### config.mk
export PLATFORM = sky130hd
export DESIGN_NAME = puf_chall_seq
export DESIGN_NICKNAME = d
export VERILOG_FILES = /design/src/rtl/puf_pkg.sv /design/src/rtl/puf_resp_packer.sv /design/src/rtl/puf_chall_seq.sv
export SDC_FILE = /design/constraint.sdc
export NUM_CORES = 1
export LEC_CHECK = 0
export CORE_ASPECT_RATIO = 1.25
export CORE_MARGIN = 2
export CORE_UTILIZATION = 60
export CTS_CLUSTER_SIZE = 16
export DETAILED_ROUTE_END_ITERATION = 7
export HOLD_SLACK_MARGIN = 0.08
export PLACE_DENSITY = 0.85
export RECOVER_POWER = 100
export SYNTH_ARGS = -nofsm -noshare
export SYNTH_HDL_FRONTEND = slang
export SYNTH_SLANG_ARGS = --single-unit
### constraint.sdc
create_clock -name clk -period 7.5 [get_ports clk]
set_input_delay 1.5 -clock clk [delete_from_list [all_inputs] [get_ports clk]]
set_output_delay 1.5 -clock clk [all_outputs]
set_load 0.05 [all_outputs]
### src/rtl/puf_pkg.sv
// Shared types and default widths for the RO-PUF challenge sequencer.
package puf_pkg;

    typedef enum logic [2:0] {
        IDLE,
        ISSUE,
        WAIT,
        CAPT,
        STORE,
        FIN
    } puf_state_e;

    localparam int DEF_CHALL_W = 8;
    localparam int DEF_WORD_W  = 32;
    localparam int DEF_ADDR_W  = 5;

endpackage

### src/rtl/puf_resp_packer.sv
// Packs comparator bits LSB-first into a response word and tracks the RAM word index.
module puf_resp_packer
    import puf_pkg::*;
#(
    parameter int WORD_W = DEF_WORD_W,
    parameter int ADDR_W = DEF_ADDR_W
) (
    input  logic              clk,
    input  logic              rst,
    input  logic              clr,
    input  logic              cap,
    input  logic              cap_bit,
    input  logic              adv,
    input  logic              next_word,
    output logic              full,
    output logic [WORD_W-1:0] word,
    output logic [ADDR_W-1:0] word_idx
);

    localparam int BIT_W = (WORD_W > 1) ? $clog2(WORD_W) : 1;
    localparam logic [BIT_W-1:0] LAST_BIT = BIT_W'(WORD_W - 1);

    logic [BIT_W-1:0]  bit_idx_q, bit_idx_d;
    logic [WORD_W-1:0] word_q, word_d;
    logic [ADDR_W-1:0] word_idx_q, word_idx_d;

    always_comb begin
        bit_idx_d  = bit_idx_q;
        word_d     = word_q;
        word_idx_d = word_idx_q;
        if (clr) begin
            bit_idx_d  = '0;
            word_d     = '0;
            word_idx_d = '0;
        end
        if (cap) begin
            word_d[bit_idx_q] = cap_bit;
        end
        if (adv) begin
            bit_idx_d = bit_idx_q + BIT_W'(1);
        end
        if (next_word) begin
            bit_idx_d  = '0;
            word_d     = '0;
            word_idx_d = word_idx_q + ADDR_W'(1);
        end
    end

    always_ff @(posedge clk or negedge rst) begin
        if (!rst) begin
            bit_idx_q  <= '0;
            word_q     <= '0;
            word_idx_q <= '0;
        end else begin
            bit_idx_q  <= bit_idx_d;
            word_q     <= word_d;
            word_idx_q <= word_idx_d;
        end
    end

    assign full     = (bit_idx_q == LAST_BIT);
    assign word     = word_q;
    assign word_idx = word_idx_q;

endmodule

### src/rtl/puf_chall_seq.sv
// RO-PUF challenge sequencer: issues one measurement per challenge pair and stores packed responses.
// state | meaning
// IDLE  | waiting for start; done/err hold the last run's result
// ISSUE | pulse meas_start with the current challenge pair
// WAIT  | wait for meas_done or the timeout terminal count
// CAPT  | decide between next challenge and storing the word
// STORE | write the packed word to the response RAM
// FIN   | run complete, raise done
module puf_chall_seq
    import puf_pkg::*;
#(
    parameter int CHALL_W      = DEF_CHALL_W,
    parameter int NUM_CHALL    = 256,
    parameter int CHALL_OFFSET = 1,
    parameter int WORD_W       = DEF_WORD_W,
    parameter int ADDR_W       = DEF_ADDR_W,
    parameter int TIMEOUT      = 4096
) (
    input  logic               clk,
    input  logic               rst,
    input  logic               start,
    output logic [CHALL_W-1:0] chall0,
    output logic [CHALL_W-1:0] chall1,
    output logic               meas_start,
    input  logic               meas_done,
    input  logic               resp_bit,
    output logic [ADDR_W-1:0]  ram_addr,
    output logic [WORD_W-1:0]  ram_data,
    output logic               ram_wren,
    output logic               busy,
    output logic               done,
    output logic               err
);

    localparam int TMR_W = (TIMEOUT > 1) ? $clog2(TIMEOUT) : 1;
    localparam logic [TMR_W-1:0]   TMR_LOAD = TMR_W'(TIMEOUT - 1);
    localparam logic [CHALL_W-1:0] LAST_IDX = CHALL_W'(NUM_CHALL - 1);
    localparam logic [CHALL_W-1:0] OFFS     = CHALL_W'(CHALL_OFFSET);
    localparam logic [CHALL_W-1:0] ONE      = CHALL_W'(1);

    puf_state_e         state_q, state_d;
    logic [CHALL_W-1:0] idx_q, idx_d, chall1_q, chall1_d;
    logic [TMR_W-1:0]   tmr_q, tmr_d;
    logic               done_q, done_d, err_q, err_d;
    logic [ADDR_W-1:0]  ram_addr_q, ram_addr_d;
    logic [WORD_W-1:0]  ram_data_q, ram_data_d;

    logic               pk_clr, pk_cap, pk_bit, pk_adv, pk_next_word, pk_full;
    logic [WORD_W-1:0]  pk_word;
    logic [ADDR_W-1:0]  pk_word_idx;
    logic               last;

    assign last = (idx_q == LAST_IDX);

    always_comb begin
        state_d      = state_q;
        idx_d        = idx_q;
        chall1_d     = chall1_q;
        tmr_d        = tmr_q;
        done_d       = done_q;
        err_d        = err_q;
        ram_addr_d   = ram_addr_q;
        ram_data_d   = ram_data_q;
        pk_clr       = 1'b0;
        pk_cap       = 1'b0;
        pk_bit       = 1'b0;
        pk_adv       = 1'b0;
        pk_next_word = 1'b0;
        case (state_q)
            IDLE: begin
                if (start) begin
                    state_d  = ISSUE;
                    idx_d    = '0;
                    chall1_d = OFFS;
                    done_d   = 1'b0;
                    err_d    = 1'b0;
                    pk_clr   = 1'b1;
                end
            end
            ISSUE: begin
                tmr_d   = TMR_LOAD;
                state_d = WAIT;
            end
            WAIT: begin
                // a meas_done arriving on the terminal-count cycle still counts as valid
                if (meas_done) begin
                    pk_cap  = 1'b1;
                    pk_bit  = resp_bit;
                    state_d = CAPT;
                end else if (tmr_q == '0) begin
                    pk_cap  = 1'b1;
                    err_d   = 1'b1;
                    state_d = CAPT;
                end else begin
                    tmr_d = tmr_q - TMR_W'(1);
                end
            end
            CAPT: begin
                if (last || pk_full) begin
                    ram_addr_d = pk_word_idx;
                    ram_data_d = pk_word;
                    state_d    = STORE;
                end else begin
                    pk_adv   = 1'b1;
                    idx_d    = idx_q + ONE;
                    chall1_d = idx_q + ONE + OFFS;
                    state_d  = ISSUE;
                end
            end
            STORE: begin
                if (last) begin
                    done_d  = 1'b1;
                    state_d = FIN;
                end else begin
                    pk_next_word = 1'b1;
                    idx_d        = idx_q + ONE;
                    chall1_d     = idx_q + ONE + OFFS;
                    state_d      = ISSUE;
                end
            end
            FIN: begin
                state_d = IDLE;
            end
            default: begin
                state_d = IDLE;
            end
        endcase
    end

    always_ff @(posedge clk or negedge rst) begin
        if (!rst) begin
            state_q    <= IDLE;
            idx_q      <= '0;
            chall1_q   <= '0;
            tmr_q      <= '0;
            done_q     <= 1'b0;
            err_q      <= 1'b0;
            ram_addr_q <= '0;
            ram_data_q <= '0;
        end else begin
            state_q    <= state_d;
            idx_q      <= idx_d;
            chall1_q   <= chall1_d;
            tmr_q      <= tmr_d;
            done_q     <= done_d;
            err_q      <= err_d;
            ram_addr_q <= ram_addr_d;
            ram_data_q <= ram_data_d;
        end
    end

    puf_resp_packer #(
        .WORD_W (WORD_W),
        .ADDR_W (ADDR_W)
    ) u_packer (
        .clk       (clk),
        .rst       (rst),
        .clr       (pk_clr),
        .cap       (pk_cap),
        .cap_bit   (pk_bit),
        .adv       (pk_adv),
        .next_word (pk_next_word),
        .full      (pk_full),
        .word      (pk_word),
        .word_idx  (pk_word_idx)
    );

    assign chall0     = idx_q;
    assign chall1     = chall1_q;
    assign meas_start = (state_q == ISSUE);
    assign ram_wren   = (state_q == STORE);
    assign ram_addr   = ram_addr_q;
    assign ram_data   = ram_data_q;
    assign busy       = (state_q == ISSUE) || (state_q == WAIT) ||
                        (state_q == CAPT)  || (state_q == STORE);
    assign done       = done_q;
    assign err        = err_q;

endmodule

---- Word level (Yosys, flattened, before mapping) ----
Cells that the tools add are included.
word-level totals
  bits in registers ....................... 112
  bits of input ports ..................... 5
  output and inout bits ................... 58
cells by class
  add/subtract/negate cells ............... 5
  $lt $le $gt $ge ......................... 2
  equal/unequal tests ..................... 14
  mux-type cells .......................... 44
  reductions and logical operators ........ 19
operator list
  kind                                                 count
  2-to-1 mux 32 bit                                    3
  2-to-1 mux 8 bit                                     6
  one-hot mux 8 bit (3 select lines)                   2
  bitwise mux 32 bit                                   1
  2-to-1 mux 12 bit                                    2
  one-hot mux 12 bit (2 select lines)                  1
  2-to-1 mux 5 bit                                     4
  adder 8 x 1 -> 8 bit, second input constant          2
  2-to-1 mux 1 bit                                     16
  2-to-1 mux 3 bit                                     5
  one-hot mux 3 bit (5 select lines)                   1
  logical NOT 12 bit                                   1
  inequality test 2 bit, second input constant         6
  subtractor 12 x 1 -> 12 bit, second input constant   1
  adder 5 x 1 -> 5 bit, second input constant          2
  equality test 8 bit, second input constant           1
  AND reduction 4 bit                                  2
  nonzero test 2 bit                                   4
  equality test 3 x 2 -> 1 bit, second input constant  2
  < comparator 5 x 6 -> 1 bit, second input constant   1
  AND reduction 3 bit                                  2
  nonzero test 3 bit                                   2
  demux 1 bit (select 5 bit)                           1
  equality test 5 bit, second input constant           1
  10 further kinds                                     15

---- Longest topological paths before layout ----
  depth in word-level cells ............... 7
  mapped depth ............................ 10
  mapped depth without buffers ............ 8

---- Hierarchy ----
Synthesis repeated with hierarchy kept, for this count alone.
second synthesis, totals
  cells, all modules ...................... 468
  area, all modules ....................... 5425.2 µm²
modules (own cells, without submodules)
  module           instances  cells each  area each (µm²)  sequential area each (µm²)
  puf_chall_seq    1          292         3308.2           1751.7
  puf_resp_packer  1          176         2117.0           1051.0

---- Least setup slack after synthesis ----
Ideal clock, no wire load.
  path kind ............................... register to output
  start ................................... register state_q[0]
  end ..................................... output meas_start
  arrival ................................. 1.646 ns
  data required time ...................... 6.000 ns
  setup slack ............................. 4.354 ns
  stages on the path, launching flop included .. 7
  cell sequence ........................... dfrtp_1 > clkbuf_1 > nand2b_1 > clkbuf_1 > or2_2 > clkbuf_1 > inv_1
on the way
  longest elaborated chain between the ends .. 1
ends and longest elaborated chain
  element                       line                  RTL
  from (decl)                   puf_chall_seq.sv:41   puf_state_e state_q, state_d;
  from (signal assigned)        puf_chall_seq.sv:141  state_q <= state_d;
  equality test 3 x 1 -> 1 bit  puf_chall_seq.sv:170  assign meas_start = (state_q == ISSUE);
  to (decl)                     puf_chall_seq.sv:24   output logic meas_start,
No other way between the ends.

---- Final worst setup path ----
  start ................................... register idx_q[0], in the netlist chall0[0]
  end ..................................... register ram_data_q[5], in the netlist ram_data[5]
on the way
  longest elaborated chain between the ends .. 3
ends and longest elaborated chain
  element                        line                  RTL
  from (decl)                    puf_chall_seq.sv:42   logic [CHALL_W-1:0] idx_q, idx_d, chall1_q, chall1_d;
  from (signal assigned)         puf_chall_seq.sv:142  idx_q <= idx_d;
  equality test 8 bit            puf_chall_seq.sv:53   assign last = (idx_q == LAST_IDX);
  logical OR 1 bit               puf_chall_seq.sv:99   if (last || pk_full) begin
  AND reduction 2 bit (no line)  --
  to (signal assigned)           puf_chall_seq.sv:148  ram_data_q <= ram_data_d;
  to (decl)                      puf_chall_seq.sv:46   logic [WORD_W-1:0] ram_data_q, ram_data_d;
No other way between the ends.
A chain may end at the register's enable or synchronous reset.

==> results.md <==
- Status: complete, but fails checks
- Failing checks: max-capacitance violations, max-slew violations
- P_leak: approximately 2.7 nW
- TritonCTS clock tree: done
- Post-CTS sizing: 0
- Total Wirelength: 10240 µm
- Total negative slack: 0 ns
- Fin crit period: 4.338 ns
- Placed instance area: around 5800 µm²
- Top Family by Delay on Critical Path: simple AND/OR/NAND/NOR gates
- CTS Buf Count: 9
- RePlAce Congestion: 0.8389
- Peak supply drop: between 0.15 and 0.2 mV
- DRC: 0
- Post-detail-place hpwl: 7026 µm
- CP peak stage delay: 2.15 ns
- Hold-fix buffers, CTS: 0
- Clk slew on worst S/H paths: 0.10 ns
- Worst Path Required: 7.77 ns
- Fin util: 0.7198
- H-tree levels: 3
- DIE WIDTH: 86.91 µm
- Yosys reg bits: approximately 110
- Worst-Margin Slew: 2.953 ns
- Max-slew violations: 123
- Yosys top cell by area: dfrtp_1
- Period utilisation layout: 0.5784
- DR pass1 iterations: 4
- GRT overflow: 0
- CP cell instances: ha_1, nand3_1, nor2_1, nor2_1, nor2_1, mux2_2
- Site Rows: 37
- CTS Buffer Depth: 2
- Largest net degree at the start of global routing: 66
- Number of endpoints failing setup at the final stage: 0
- CP Capture Type: flop
- CP Max Fanout: 38
- Asr flop ratio synth: 1.000
- CP startpoint kind: flop
- Number of synthesized flops with an enable pin: 0
- Highest-count cells in the layout ignoring fill and taps: 112 x dfrtp_1, 60 x dlygate4sd3_1, 40 x o31ai_1
- First-pass GRT wire length: 17480 µm
- Rel. slew slack: -0.9762
- Root Driver: clkbuf_8
- Die footprint: 9354 µm²
- Routed wire per std cell: roughly 17 µm
- Area Overhead vs Synth: 15.70%
- Nets: 514
- Antenna Nets Post-Route: 0
- Ys flop type: dfrtp_1
- Fmax: between 200 and 250 MHz
- Mapped Area: 5155 µm²
- Vias after detailed routing: roughly 3700
- PD cells: 245.4 nW/µm²
- Crit path kind: flop to flop
- Final hold violation count: 0
- Synthesized Nets: approximately 470
- Sequential fraction of the synthesis area: 0.5437
- Drt initial violations: 228
- Later-pin clock latency in the skew report: 0.38 ns
- # Max-Cap Violations: 3
- Initial antenna violation count: 0
- Core ar.: 8287 µm²
- Inst Count DP: 586
- Post-CTS Setup Inserts: 0
- Synth unique cells: 51
- IO Pins: 63
- Synth warnings: 0
- Min-Delay Path Class: flop to flop
- Share of cells above drive strength 1: 0.1287
- Mean Syn Cell Area: 11.28 µm²
- Die Span Y: 107.6 µm
- Most frequent CP cell: nor2_1
- Cells after Synth: 457
- RSZ-0062 raised after global routing: false
- Vias per cell: 6.199
- Area contributors post-synth: dfrtp_1 54%, mux2_2 8.1%, o31ai_1 5.8%
- Commonest non-fill, non-tap cell in the layout: dfrtp_1
- Initial core utilization: 0.6221
- GRT Util Overall: 0.2387
- Finished Layout Cells: roughly 600
- Port Buffers: 62
- Slowest CP cell: nor2_1
- Yosys top cell area share: 0.5437
- Clock skew: 0.009255 ns
- Ant. Diodes: 0
- Worst path bufs/invs: 0
- Clk sinks: 112
- Tot Pwr: 1.464 mW
- Critical path data arrival time: around 4.6 ns
- Vias in the first global route: around 3600
- Post-route design area: 5964 µm²
Yosys cell counts (all sizes together) (5+ instances only):
cell and count:
ha 9, mux2 37, nor2 15, dfrtp 112, o21ai 30, nand3 15
clkbuf 20, or4 7, inv 12, a21oi 5, buf 11, nand2 38
o211ai 34, xnor2 10, o31ai 40
routing by layer:
layer  track usage  wire length [µm]  share of wire  up-vias
met4       0.09933               162          0.016        0
met5             0                 0              0        -
met2        0.3904              5202           0.51       83
met1        0.3081              4479           0.44     1839
li1              -                 -              -     1794
met3       0.04908               393          0.038       16
metrics by stage:
| step | setup slack (ns) | hold WS [ns] |
|---|---|---|
| 3_5_place_dp | 3.874 | 0.4815 |
| 3_3_place_gp | 3.870 | 0.4678 |
| 2_1_floorplan | 4.354 | 0.4797 |
| 5_1_grt | 2.716 | 0.5255 |
| 4_1_cts | 3.502 | 0.5048 |
| 6_report | 3.162 | 0.4887 |
layout make-up:
class                   count  area, µm²
repair buffers             63      621.8
well taps                  97      121.4
fillers                   592       2322
flip-flops and latches    112       2803
clock inverters             7      78.83
inverters                  12      45.04
clock buffers               9      123.9
multi-input cells         302       2171
report_power, final:
group          leakage, nW  switching [mW]  internal [mW]
clock network       0.0929           0.209          0.158
registers             1.49          0.0501          0.640
logic                 1.14           0.296          0.111
total                 2.73           0.556          0.908
state kept, by name, summed over array words and instances, names as in the netlist:
signal	count
ram_data	32
u_packer.word	32
tmr_q	12
chall0	8
chall1	8
ram_addr	5
u_packer.bit_idx_q	5
u_packer.word_idx	5
state_q	3
done	1
err	1
kinds of logic (layout without fill, tap and decap cells):
kind of cell	after synthesis	count (layout)	synth area share
DFF	112	112	0.5437
buffers and inverters	43	91	0.03398
AOI/OAI and AO/OA	135	135	0.1859
and+or+nand+nor	107	107	0.1099
xor gates and xnor gates	14	14	0.02378
adders and majority gates	9	9	0.02185
muxes	37	37	0.08083
tightest hold or removal path: stages, from the launching register on:
cell and delay, ns:
dfrtp_1 0.35, nand2_1 0.05, o31ai_1 0.06
worst paths after layout:
| path | cells after the start | from | slack [ns] | endpoint |
|---|---|---|---|---|
| max | 6 | chall0[0] | 3.16 | ram_data[5] |
| min | 2 | chall1[3] | 0.49 | chall1[3] |
| max reg2reg | 6 | chall0[0] | 3.16 | ram_data[5] |
| min reg2reg | 2 | chall1[3] | 0.49 | chall1[3] |
| max in group asynchronous | 2 | rst | 3.76 | u_packer.bit_idx_q[2] |
| min in group asynchronous | 1 | rst | 1.88 | ram_data[8] |
Power figures use the tool's default switching activity.
